$ cat src/rtl/fetch_unit_pkg.sv
// Shared CPU definitions used by the instruction fetch path.
package fetch_unit_pkg;

    localparam int CPU_ADDR_W = 15;
    localparam int INSTR_W    = 16;

    typedef enum logic [1:0] {
        ST_IDLE    = 2'd0,
        ST_WAIT    = 2'd1,
        ST_DISCARD = 2'd2
    } fetch_state_t;

endpackage

$ cat src/rtl/fetch_fifo.sv
// Small instruction buffer: power-of-two depth FIFO with flush; flush wins over push/pop.
module fetch_fifo #(
    parameter int DEPTH = 2,
    parameter int WIDTH = 31
) (
    input  logic             clk,
    input  logic             rst_n,
    input  logic             push,
    input  logic             pop,
    input  logic             flush,
    input  logic [WIDTH-1:0] wdata,
    output logic [WIDTH-1:0] rdata,
    output logic             full,
    output logic             empty
);

    localparam int PTR_W = $clog2(DEPTH);

    logic [WIDTH-1:0] mem [DEPTH];
    logic [PTR_W-1:0] wr_ptr;
    logic [PTR_W-1:0] rd_ptr;
    logic [PTR_W:0]   count;
    logic             do_push;
    logic             do_pop;

    assign full    = (count == (PTR_W + 1)'(DEPTH));
    assign empty   = (count == '0);
    assign do_push = push && (!full || pop);
    assign do_pop  = pop && !empty;
    assign rdata   = mem[rd_ptr];

    // Storage is cleared on reset so the head reads as zero out of reset.
    always_ff @(posedge clk) begin
        if (!rst_n) begin
            wr_ptr <= '0;
            rd_ptr <= '0;
            count  <= '0;
            for (int i = 0; i < DEPTH; i++) begin
                mem[i] <= '0;
            end
        end else if (flush) begin
            wr_ptr <= '0;
            rd_ptr <= '0;
            count  <= '0;
        end else begin
            if (do_push) begin
                mem[wr_ptr] <= wdata;
                wr_ptr      <= wr_ptr + PTR_W'(1);
            end
            if (do_pop) begin
                rd_ptr <= rd_ptr + PTR_W'(1);
            end
            if (do_push && !do_pop) begin
                count <= count + (PTR_W + 1)'(1);
            end else if (!do_push && do_pop) begin
                count <= count - (PTR_W + 1)'(1);
            end
        end
    end

endmodule

$ cat src/rtl/fetch_unit.sv
// Instruction fetch: single-outstanding memory request FSM, PC, and a small buffer
// feeding the control unit. Jumps flush the buffer and discard any in-flight response.
module fetch_unit
    import fetch_unit_pkg::*;
#(
    parameter int ADDR_W    = CPU_ADDR_W,
    parameter int BUF_DEPTH = 2
) (
    input  logic               clk,
    input  logic               rst_n,
    output logic               imem_req,
    output logic [ADDR_W-1:0]  imem_addr,
    input  logic               imem_ack,
    input  logic [INSTR_W-1:0] imem_rdata,
    input  logic               set_pc,
    input  logic [ADDR_W-1:0]  jump_target,
    output logic [INSTR_W-1:0] instr,
    output logic [ADDR_W-1:0]  instr_pc,
    output logic               instr_valid,
    input  logic               instr_ready
);

    localparam int ENTRY_W = INSTR_W + ADDR_W;

    fetch_state_t        state;
    fetch_state_t        state_next;
    logic [ADDR_W-1:0]   fetch_pc;
    logic [ADDR_W-1:0]   pc_next;
    logic [ADDR_W-1:0]   req_addr;
    logic                req_raw;
    logic                issue;
    logic                push;
    logic                pop;
    logic                buf_full;
    logic                buf_empty;
    logic [ENTRY_W-1:0]  head;

    // req_addr holds the in-flight address so imem_addr stays put even after a jump reloads fetch_pc.
    always_ff @(posedge clk) begin
        if (!rst_n) begin
            state    <= ST_IDLE;
            fetch_pc <= '0;
            req_addr <= '0;
        end else begin
            state    <= state_next;
            fetch_pc <= pc_next;
            if (issue) begin
                req_addr <= fetch_pc;
            end
        end
    end

    always_comb begin
        state_next = state;
        pc_next    = fetch_pc;
        req_raw    = 1'b0;
        issue      = 1'b0;
        push       = 1'b0;
        case (state)
            ST_IDLE: begin
                if (!set_pc && !buf_full) begin
                    req_raw    = 1'b1;
                    issue      = 1'b1;
                    state_next = ST_WAIT;
                end
            end
            ST_WAIT: begin
                req_raw = 1'b1;
                if (imem_ack) begin
                    state_next = ST_IDLE;
                    if (!set_pc) begin
                        push    = 1'b1;
                        pc_next = fetch_pc + ADDR_W'(1);
                    end
                end else if (set_pc) begin
                    state_next = ST_DISCARD;
                end
            end
            ST_DISCARD: begin
                req_raw = 1'b1;
                if (imem_ack) begin
                    state_next = ST_IDLE;
                end
            end
            default: state_next = ST_IDLE;
        endcase
        if (set_pc) begin
            pc_next = jump_target;
        end
    end

    assign imem_req    = req_raw && rst_n;
    assign imem_addr   = (state == ST_IDLE) ? fetch_pc : req_addr;
    assign instr_valid = !buf_empty;
    assign pop         = instr_valid && instr_ready && !set_pc;
    assign instr       = head[ENTRY_W-1:ADDR_W];
    assign instr_pc    = head[ADDR_W-1:0];

    fetch_fifo #(
        .DEPTH (BUF_DEPTH),
        .WIDTH (ENTRY_W)
    ) u_fifo (
        .clk   (clk),
        .rst_n (rst_n),
        .push  (push),
        .pop   (pop),
        .flush (set_pc),
        .wdata ({imem_rdata, req_addr}),
        .rdata (head),
        .full  (buf_full),
        .empty (buf_empty)
    );

endmodule
$ cat config.mk
export PLATFORM = sky130hd
export DESIGN_NAME = fetch_unit
export DESIGN_NICKNAME = d
export VERILOG_FILES = /design/src/rtl/fetch_unit_pkg.sv /design/src/rtl/fetch_fifo.sv /design/src/rtl/fetch_unit.sv
export SDC_FILE = /design/constraint.sdc
export NUM_CORES = 1
export LEC_CHECK = 0
export BUFFER_PORTS_ARGS = -buffer_cell sky130_fd_sc_hd__buf_2
export CAP_MARGIN = 20
export CORE_MARGIN = 10
export CORE_UTILIZATION = 45
export CTS_CLUSTER_SIZE = 28
export DETAILED_ROUTE_END_ITERATION = 6
export GPL_TIMING_DRIVEN = 0
export PLACE_DENSITY = 0.72
export SETUP_SLACK_MARGIN = 0.3
export SYNTH_ARGS = -nofsm -noshare
export SYNTH_HDL_FRONTEND = slang
export SYNTH_HIERARCHICAL = 1
export SYNTH_SLANG_ARGS = --single-unit
$ cat constraint.sdc
create_clock -name clk -period 4.3 [get_ports clk]
set_clock_uncertainty 0.05 [all_clocks]
set_input_delay 0.43 -clock clk [delete_from_list [all_inputs] [get_ports clk]]
set_output_delay 0.43 -clock clk [all_outputs]
set_load 0.01 [all_outputs]
Word-level counts from Yosys, hierarchy flattened:

Memory sizes are Yosys's and may differ from the RTL's. A register that Yosys moved wholly into a read port is not among the register bits.
Cells that the tools add are included.

* $add $sub $neg: 5
* equal/unequal tests: 6
* muxes and demuxes: 27
* bitwise gates (word level): 1
* reductions and logical operators: 24

Operators with widths (count)
* $mux 15: 4
* $mux 31: 1
* $reduce_or 31->1: 1
* $add 15x1->15 const B: 1
* $mux 1: 14
* $mux 2: 6
* $logic_and 1x1->1: 8
* $pmux 2 s3: 1
* $reduce_bool 2->1: 3
* $logic_not 1->1: 5
* $eq 2x2->1 const B: 2
* $logic_not 2->1: 2
* $ne 2x2->1 const B: 2
* $reduce_or 2->1: 2
* $ne 3x3->1 const B: 1
* $reduce_and 3->1: 1
* $add 1x1->1 const B: 2
* $add 2x1->2 const B: 1
* $eq 2x1->1 const B: 1
* $pmux 1 s2: 1
* $reduce_and 2->1: 1
* $sub 2x1->2 const B: 1
* $logic_or 1x1->1: 1
* $not 1->1: 1

* flip-flop bits (word level): 36
* bits in writable memories: 62
* input bits: 36
* output and inout bits: 48
* logic and storage cells: 70
* memories kept: 1

Memories
* u_fifo.mem: words 2, width 31, read ports 1, clocked after memory_dff 1, wr ports 2, line fetch_fifo.sv:19 `logic [WIDTH-1:0] mem [DEPTH];`

Longest topological paths before layout:

Gate-level depths: netlist of run 1.

* word-level depth: 12
* depth in mapped cells: 9
* mapped depth without buffers: 9

Cells and area by module:

Netlist of run 1, hierarchy kept.

By module, submodules not included
* fetch_fifo: times used 1, cells an instance 191, area an instance 2911.5 µm², seq. area each 1961.9 µm²
* fetch_unit: times used 1, cells an instance 208, area an instance 1680.4 µm², seq. area each 640.6 µm²

Worst setup path after synthesis of run 1:

Ideal clock, no wire load.

* path type: input to register
* from: input set_pc
* to: memory u_fifo.mem[0][0] (enable)
* setup time: 0.393 ns
* arrival: 2.188 ns
* data required time: 3.857 ns
* slack: 1.670 ns
* stages: 6
* path buffers: 1
* cells stage by stage: inv_1 -> clkbuf_1 -> and3_1 -> nor3b_2 -> nor4b_4 -> nand2b_1

RTL lines
* from (decl): line fetch_unit.sv:15 `input logic set_pc,`
* to (decl): line fetch_fifo.sv:19

==> impl_metrics.tcl, run 1 <==
set metrics [dict create \
    post-place-ws_ns 1.24 \
    synth.distinct_cells 40 \
    tightest_slew_ns 0.826 \
    numCtsBuffers 9 \
    cp-end-kind "flop" \
    overflow 0 \
    drcViolationCount 0 \
    finalCritPeriodShare 0.621 \
    wirelength_mm 9.86 \
    dieHeight_um 121 \
    antenna_found_initial 0 \
    ir_drop_uv 163 \
    core-area_mm2 0.00986 \
    die-area_mm2 0.0146 \
    drt_pass1_iterations 4 \
    antennaDiodeCount 0 \
    mostFrequentLayoutCells "buf_2 (88), and2_1 (63), edfxtp_1 (62), mux2_2 (46), nand2_1 (38)" \
    hp-class "in -> reg" \
    ios 84 \
    setup_slack_ns 1.63 \
    synth_seq_area_share 0.567 \
    drive_gt1_frac 0.325 \
    min_period_ns 2.67 \
    setup_violations 0 \
    required_ns 4.23 \
    gr-usage-all-layers 0.137 \
    cp-start-kind "primary input" \
    r2r_slack_ns 1.71 \
    initial_core_util 0.465 \
    yosys.area.top_type_share 0.405 \
    antenna_left 0 \
    internal_power_mw 1.45 \
    dpl.hpwl_mm 7.33 \
    cts_root_buf "clkbuf_8" \
    hold_viol 0 \
    p_leak_nw 2.16 \
    cts_resized 0 \
    synth_seq_cells 99 \
    power_switching_share 0.237 \
    insertion_delay_ns 0.36 \
    syn_nets 441 \
    rsz0062_at_grt "no" \
    yosys-top-cells-area "edfxtp_1 (41%), dfxtp_1 (16%), mux2_2 (11%)" \
    power.density_mw_per_mm2 353 \
    combPwrFrac 0.100 \
    status "finished clean" \
    totalPowerFinal_mw 1.91 \
    final_common_cell "buf_2" \
    drt-initial-drc-count 168 \
    numPortBuffers 83 \
    grt_pass1_wl_mm 16.2 \
    worstPathMaxFanout 31 \
    fin_nets 535 \
    avgSynthCellArea_um2 11.5 \
    cts_tree "done" \
    ctsHoldBuffers 0 \
    crit_type "in -> reg" \
    drv_slew 0 \
    net-switching-power_uw 453 \
    gp_congestion 0.839 \
    dieWidth_um 121 \
    crit_buf_inv 3 \
    slew_headroom 0.449 \
    yosys.area.top_type "edfxtp_1" \
    fillers 878 \
    maxCapViolations 0 \
    yosys_warnings 6 \
    worstPathArrival_ns 2.60 \
    seqPwrFrac 0.563 \
    cts_max_path_buffers 2 \
    final_util 0.548 \
    cp_cell_sequence "buf_2 > inv_1 > clkbuf_1 > and3_1 > nor3b_2 > nor4b_4 > nand2b_2" \
    cts.sinks 99 \
    path_delay_family "simple AND/OR/NAND/NOR gates" \
    area_growth_syn_to_layout_pct 17.6 \
    postPlaceCellArea_mm2 0.00518 \
    p_clk_frac 0.337 \
    via_per_inst 5.02 \
    finalSetupTns_ns 0 \
    wl_per_cell_um 15.6 \
    fmax_ghz 0.374 \
    synth_cells 399 \
    grt_pass1_vias 3302 \
    synth_area_mm2 0.00459 \
    clkTransAtPathRegs_ns 0.08 \
    num_vias 3167 \
    post_cts_buffers 0 \
    htreeDepth 3 \
    grt_max_degree 32 \
    max_stage_delay_ns 0.75 \
    stdcell_area_mm2 0.00540 \
    cp_slowest_cell "nand2b_2" \
    rows 36 \
]
synth_stat cells (all sizes together):
| cell type | n |
|---|---|
| and2 | 63 |
| edfxtp | 62 |
| mux2 | 46 |
| nand2 | 38 |
| dfxtp | 37 |
| a21oi | 28 |
| clkbuf | 15 |
| o21ai | 15 |
| nor2 | 11 |
| inv | 9 |
| buf | 8 |
| nand3 | 8 |
| xnor2 | 8 |
| ha | 6 |
| xor2 | 6 |
| nand4 | 5 |
| nor3 | 4 |
| nor4 | 4 |
| nand2b | 3 |
| a311oi | 2 |
| a31oi | 2 |
| and3 | 2 |
| nor2b | 2 |
| nor3b | 2 |
| or3 | 2 |
| a211oi | 1 |
| and2b | 1 |
| and4 | 1 |
| nand3b | 1 |
| nor4b | 1 |
| o21bai | 1 |
| o221a | 1 |
| o31ai | 1 |
| or2b | 1 |
| or4 | 1 |
| or4b | 1 |
routing by layer:
| metal | vias to the layer above | part of all wire | track usage | wire length [um] |
|---|---|---|---|---|
| met4 | 0 | 0.0090 | 0.0437 | 89 |
| met3 | 8 | 0.062 | 0.0377 | 608 |
| li1 | 1592 | - | - | - |
| met5 | - | 0 | 0 | 0 |
| met1 | 1479 | 0.48 | 0.176 | 4690 |
| met2 | 88 | 0.45 | 0.217 | 4480 |
cells by family (layout without fill, tap and decap cells):
kind of cell             Yosys count  count (layout)  share of synthesized area
AO/OA/AOI/OAI                     51              51                     0.0608
XOR/XNOR                          14              14                     0.0267
adder cells (fa/ha/maj)            6               6                     0.0163
buffers and inverters             32             131                     0.0302
flip-flops                        99              99                      0.567
multiplexers                      46              46                      0.113
AND/OR/NAND/NOR                  151             151                      0.186
worst paths after layout:
kind,end,startpoint,cells past startpoint
worst max-delay path,u_fifo/mem[0][18],set_pc,7
worst min-delay path,fetch_pc[2],jump_target[2],3
worst max register to register,u_fifo/mem[0][18],state[1],6
worst min register to register,req_addr[1],req_addr[1],2
layout make-up:
class / instances / area (um^2) / area share
Sequential cell: 99 / 2600 / 0.482
Multi-Input combinational cell: 268 / 1860 / 0.344
Timing Repair Buffer: 83 / 415 / 0.0769
Clock buffer: 12 / 166 / 0.0308
Tap cell: 133 / 166 / 0.0308
Buffer: 23 / 105 / 0.0195
Clock inverter: 4 / 56.3 / 0.0104
Inverter: 9 / 33.8 / 0.00625
per-stage QoR:
stage | std cells | hold slack (ns)
6_report | 631 | 0.290
5_1_grt | 631 | 0.274
4_1_cts | 631 | 0.269
3_5_place_dp | 615 | 0.427
3_3_place_gp | 615 | 0.422
2_1_floorplan | 399 | 0.400
sequential cells by signal, summed over array words and instances (netlist names), named ones only:
register / count
u_fifo/wr_ptr: 1
u_fifo/rd_ptr: 1
u_fifo/mem: 62
state: 2
req_addr: 15
fetch_pc: 15
u_fifo/count: 2
tightest hold or removal path, cell delays in order:
cell,delay [ns]
buf_2,0.09
nand2_1,0.06
a21oi_1,0.06
power by group through the flow:
stage / clock network (mW) / logic, mW / registers (mW)
floorplan: 0 / 0.122 / 1.09
global placement: 0 / 0.191 / 1.09
detailed placement: 0 / 0.193 / 1.09
CTS: 0.659 / 0.195 / 1.07
global route: 0.708 / 0.214 / 1.08
finish: 0.642 / 0.192 / 1.07
No activity file was read; power rests on OpenSTA's default activity.
==> inputs of run 2 (changes only) <==
- clock period: 4.3 -> 2.7 ns (I/O delays scaled with it)
==> run 2 against run 1 <==
  * Worst hold slack worse by 0.15 ns
  * Flip-flop and latch count is the same
  * Final area up 0.83%
  * Sequential power grew 60%
  * Global-route usage grew 0.12 points
  * Routed wire length grew 4.6%
  * Clock power rose by 62%
  * Power grew 61%
  * Combinational power up 65%
  * Worst setup slack got worse by 1.2 ns
  * Die area unchanged
  * First-iteration DRC count shrank 15%
==> impl_metrics.tcl, run 2 (synthesized netlist as in run 1, its figures left out) <==
set metrics [dict create \
    drive_gt1_frac 0.331 \
    ir_drop_uv 353 \
    p_clk_frac 0.339 \
    hold_ws_ns 0.136 \
    dieHeight_um 121 \
    cts_root_buf "clkbuf_8" \
    num_vias 3227 \
    seqPwrFrac 0.557 \
    worstPathArrival_ns 1.95 \
    worstPathMaxFanout 10 \
    cp_slowest_cell "mux2_2" \
    antenna_found_initial 0 \
    drt-initial-drc-count 143 \
    dieWidth_um 121 \
    cts_max_path_buffers 2 \
    finalCritPeriodShare 0.842 \
    gr-usage-all-layers 0.138 \
    numPortBuffers 83 \
    cp-start-kind "flop" \
    cts.sinks 99 \
    power_switching_share 0.233 \
    max_stage_delay_ns 0.39 \
    final_common_cell "buf_2" \
    multiInputGateArea_mm2 0.00189 \
    crit_buf_inv 4 \
    ff_latch_area_mm2 0.00260 \
    largest_register_ffs 62 \
    insertion_delay_ns 0.35 \
    antennaDiodeCount 0 \
    crit_type "reg -> out" \
    status "finished clean" \
    power.density_mw_per_mm2 562 \
    antenna_left 0 \
    ios 84 \
    min_period_ns 2.27 \
    hp-class "in -> reg" \
    internal_power_mw 2.35 \
    fillers 867 \
    postPlaceCellArea_mm2 0.00518 \
    htreeDepth 3 \
    p_leak_nw 2.18 \
    reg_top3 "u_fifo/mem: 62 flops, fetch_pc: 15 flops, req_addr: 15 flops" \
    path_delay_family "buffers and inverters" \
    ctsHoldBuffers 0 \
    totalPowerFinal_mw 3.06 \
    core-area_mm2 0.00986 \
    drv_slew 0 \
    finalSetupTns_ns 0 \
    dpl.hpwl_mm 7.41 \
    slew_headroom 0.665 \
    numCtsBuffers 9 \
    area_growth_syn_to_layout_pct 18.6 \
    via_per_inst 5.09 \
    cp_cell_sequence "inv_1 > ha_1 > buf_2 > buf_2 > mux2_2 > buf_2" \
    cp-end-kind "output pin" \
    grt_pass1_vias 3360 \
    wl_per_cell_um 16.3 \
    net-switching-power_uw 712 \
    hold_viol 0 \
    gp_congestion 0.833 \
    die-area_mm2 0.0146 \
    grt_max_degree 32 \
    fin_nets 538 \
    required_ns 2.38 \
    combPwrFrac 0.103 \
    drt_pass1_iterations 4 \
    wirelength_mm 10.3 \
    drcViolationCount 0 \
    grt_pass1_wl_mm 16.3 \
    initial_core_util 0.465 \
    overflow 0 \
    final_util 0.552 \
    cts_tree "done" \
    mostFrequentLayoutCells "buf_2 (89), and2_1 (63), edfxtp_1 (62), mux2_2 (46), nand2_1 (38)" \
    cpMostUsedCell "buf_2" \
    rows 36 \
    maxCapViolations 0 \
    regMostFlops "u_fifo/mem" \
    clkTransAtPathRegs_ns 0.09 \
    fmax_ghz 0.440 \
    stdcell_area_mm2 0.00545 \
    tightest_slew_ns 0.502 \
    setup_violations 0 \
    rsz0062_at_grt "yes" \
]
run 2: worst reg2reg max path, cell delays in order (launching register included):
cell and delay (ns):
dfxtp_1 0.41, ha_1 0.28, nand2_1 0.15, nor2_1 0.22, nor2b_1 0.24, ha_1 0.30
or3_1 0.35, a21oi_1 0.16
run 2: worst paths after layout:
path / startpoint / endpoint / slack (ns) / cells after the start
max: state[0] / imem_addr[5] / 0.43 / 6
min: jump_target[2] / fetch_pc[2] / 0.14 / 3
max reg2reg: state[0] / u_fifo/count[1] / 0.48 / 7
min reg2reg: req_addr[9] / req_addr[9] / 0.44 / 2
run 2: final cells by class:
class	count	share of cell area
multi-input cells	270	0.348
flip-flops and latches	99	0.478
clock inverters	4	0.0138
well taps	133	0.0306
plain buffers	23	0.0195
clock buffers	12	0.0266
repair buffers	84	0.0776
inverters	9	0.00620
run 2: layer usage:
metal,vias up,global-route usage,part of all wire
met5,-,0,0
met4,0,0.0354,0.0098
met3,9,0.0419,0.065
met2,91,0.227,0.47
met1,1536,0.173,0.46
li1,1591,-,-
run 2: metrics by stage:
stage | instances | setup WS (ns)
2_1_floorplan | 399 | 0.308
3_3_place_gp | 615 | -0.623
3_5_place_dp | 615 | -0.220
4_1_cts | 631 | 0.325
5_1_grt | 634 | 0.245
6_report | 634 | 0.426
run 2: power by group through the flow:
stage	combinational (mW)	clock, mW	sequential (mW)
floorplan	0.194	0	1.73
global placement	0.304	0	1.74
detailed placement	0.311	0	1.74
CTS	0.315	1.07	1.71
global route	0.351	1.12	1.72
finish	0.316	1.04	1.71
run 2: repair_timing:
action	in CTS	in global routing
cloned	0	2
pin swaps	0	0
gates resized for setup	3	3
buffers inserted	0	1
endpoints found under the setup margin	71	63
==> inputs of run 3 (changes only) <==
- ABC_AREA: not set -> 1
- PLACE_DENSITY: 0.72 -> 0.71
- clock period: 2.7 -> 2.4 ns (I/O delays scaled with it)
==> run 3 against run 2 <==
  * Worst setup slack gained 0.0066 ns
  * Combinational power up 76%
  * Clock power about the same
  * Largest power group unchanged
  * Critical path depth shrank 1
  * Critical endpoint unchanged
  * Routed wire length up 9.0%
  * Power rose by 17%
  * Via count up 15%
  * Die area increased by 6.6%
  * Worst hold slack got worse by 0.039 ns
  * Synthesized cell count is 28% higher
  * Register-to-register slack got worse by 0.02 ns
==> impl_metrics.tcl, run 3 <==
set metrics [dict create \
    fin_nets 651 \
    dp.cells 735 \
    yosys.area.top_type_share 0.376 \
    antenna_found_initial 0 \
    yosys-top-cells-area "edfxtp_1 (38%), dfxtp_1 (15%), mux2_2 (7.0%)" \
    initial_core_util 0.459 \
    grt_pass1_vias 3787 \
    dieHeight_um 125 \
    mostFrequentLayoutCells "buf_2 (92), inv_1 (75), edfxtp_1 (62), nand2_1 (56), nor2_1 (54)" \
    synth_seq_area_share 0.525 \
    min_period_ns 1.97 \
    yosys-top-cells-count "inv_1 (75), edfxtp_1 (62), nand2_1 (57)" \
    ios 84 \
    cp-end-kind "output pin" \
    hp-class "in -> reg" \
    yosys_warnings 6 \
    numPortBuffers 83 \
    gr-usage-all-layers 0.143 \
    met2_usage 0.242 \
    htreeDepth 3 \
    die-area_mm2 0.0156 \
    grt_pass1_wl_mm 18.5 \
    ys_dominant_reg_cell "edfxtp_1" \
    synth_cells 512 \
    worstPathMaxFanout 10 \
    clkTransAtPathRegs_ns 0.09 \
    grtUsageMet3 0.0410 \
    busiest_layer "met2" \
    synth_seq_cells 99 \
    final_util 0.540 \
    antenna_left 0 \
    synth_area_mm2 0.00495 \
    power.density_mw_per_mm2 613 \
    yosysMostFrequentCell "inv_1" \
    maxCapViolations 0 \
    regMostFlops "u_fifo/mem" \
    via_per_inst 4.93 \
    antennaDiodeCount 0 \
    grt_max_degree 32 \
    setup_violations 0 \
    cts_tree "done" \
    tightest_slew_ns 0.483 \
    ir_drop_uv 441 \
    dpl.hpwl_mm 8.27 \
    cts_max_path_buffers 2 \
    core-area_mm2 0.0108 \
    grt_use_met1 0.175 \
    cts.sinks 99 \
    overflow 0 \
    syn_nets 554 \
    numCtsBuffers 9 \
    rows 38 \
    drive_gt1_frac 0.344 \
    yosys.area.top_type "edfxtp_1" \
    wl_per_cell_um 14.9 \
    synth.distinct_cells 43 \
    drt_pass1_iterations 5 \
    insertion_delay_ns 0.36 \
    postPlaceCellArea_mm2 0.00555 \
    stdcell_area_mm2 0.00583 \
    drcViolationCount 0 \
    cts_root_buf "clkbuf_8" \
    status "finished clean" \
    num_vias 3715 \
    gp_congestion 0.867 \
    synthArstFlopShare 0 \
    reg_top3 "u_fifo/mem: 62 flops, fetch_pc: 15 flops, req_addr: 15 flops" \
    drv_slew 0 \
    drt-initial-drc-count 317 \
    crit_type "reg -> out" \
    slew_headroom 0.678 \
    dieWidth_um 125 \
    cp-start-kind "flop" \
    hold_viol 0 \
    area_growth_syn_to_layout_pct 17.6 \
    instances_no_fill 754 \
    finalCritPeriodShare 0.820 \
    p_leak_nw 2.40 \
    hold_ws_ns 0.0973 \
    required_ns 2.11 \
    final_common_cell "buf_2" \
    wirelength_mm 11.2 \
    avgSynthCellArea_um2 9.68 \
    largest_register_ffs 62 \
    synth_edf_count 62 \
    rsz0062_at_grt "no" \
    worstPathArrival_ns 1.68 \
    fmax_ghz 0.508 \
]
==> run 3: logic make-up after synthesis <==
kind of cell,after synthesis,share of synthesized area
AND/OR/NAND/NOR,181,0.193
flip-flops,99,0.525
adder cells (fa/ha/maj),6,0.0152
AO/OA/AOI/OAI,86,0.0922
XOR/XNOR,5,0.00884
buffers and inverters,104,0.0952
multiplexers,31,0.0705
==> run 3: path summary, 6_finish.rpt <==
check | from | endpoint | slack, ns | depth (start not counted)
setup / recovery | state[0] | imem_addr[5] | 0.43 | 5
hold / removal | jump_target[0] | fetch_pc[0] | 0.1 | 3
setup reg to reg | state[1] | u_fifo/mem[0][15] | 0.46 | 9
hold reg to reg | req_addr[0] | req_addr[0] | 0.43 | 2
==> run 3: power by group <==
group / total, mW / switching [mW] / internal (mW)
clock: 1.07 / 0.580 / 0.489
sequential: 1.95 / 0.0517 / 1.89
combinational: 0.556 / 0.357 / 0.198
==> run 3: what timing repair did <==
action                     4_1_cts  5_1_grt
buffers inserted                 0        1
setup endpoints to repair       72       77
gates resized for setup         12       13
hold buffers                     0        0
gates cloned                     1        1
pin swaps                        0        1
==> run 3: critical path, cell delays in order, from the launching register on <==
cell	delay, ns
dfxtp_1	0.39
inv_1	0.09
ha_2	0.23
buf_2	0.20
o21ai_1	0.23
buf_2	0.18
==> run 3: metrics by stage <==
step                      setup slack (ns)  setup TNS [ns]  power, mW
final                                0.433               0       3.57
after global routing                 0.333               0       3.74
after CTS                            0.305               0       3.59
after detailed placement            -0.102           -3.14       2.52
after global placement             -0.0914           -2.80       2.50
after floorplan                      0.349               0       2.32
==> run 3: cell type report <==
cell class | count | area [um^2]
Buffer | 24 | 175
Clock buffer | 11 | 131
Clock inverter | 5 | 60.1
Fill cell | 979 | 4970
Inverter | 80 | 303
Multi-Input combinational cell | 311 | 1960
Sequential cell | 99 | 2600
Tap cell | 140 | 175
Timing Repair Buffer | 84 | 423
==> run 3: per-layer routing <==
| layer | vias to the layer above | routed length, um |
|---|---|---|
| met1 | 1716 | 5070 |
| met5 | - | 0 |
| met3 | 9 | 683 |
| met4 | 0 | 111 |
| met2 | 120 | 5370 |
| li1 | 1870 | - |
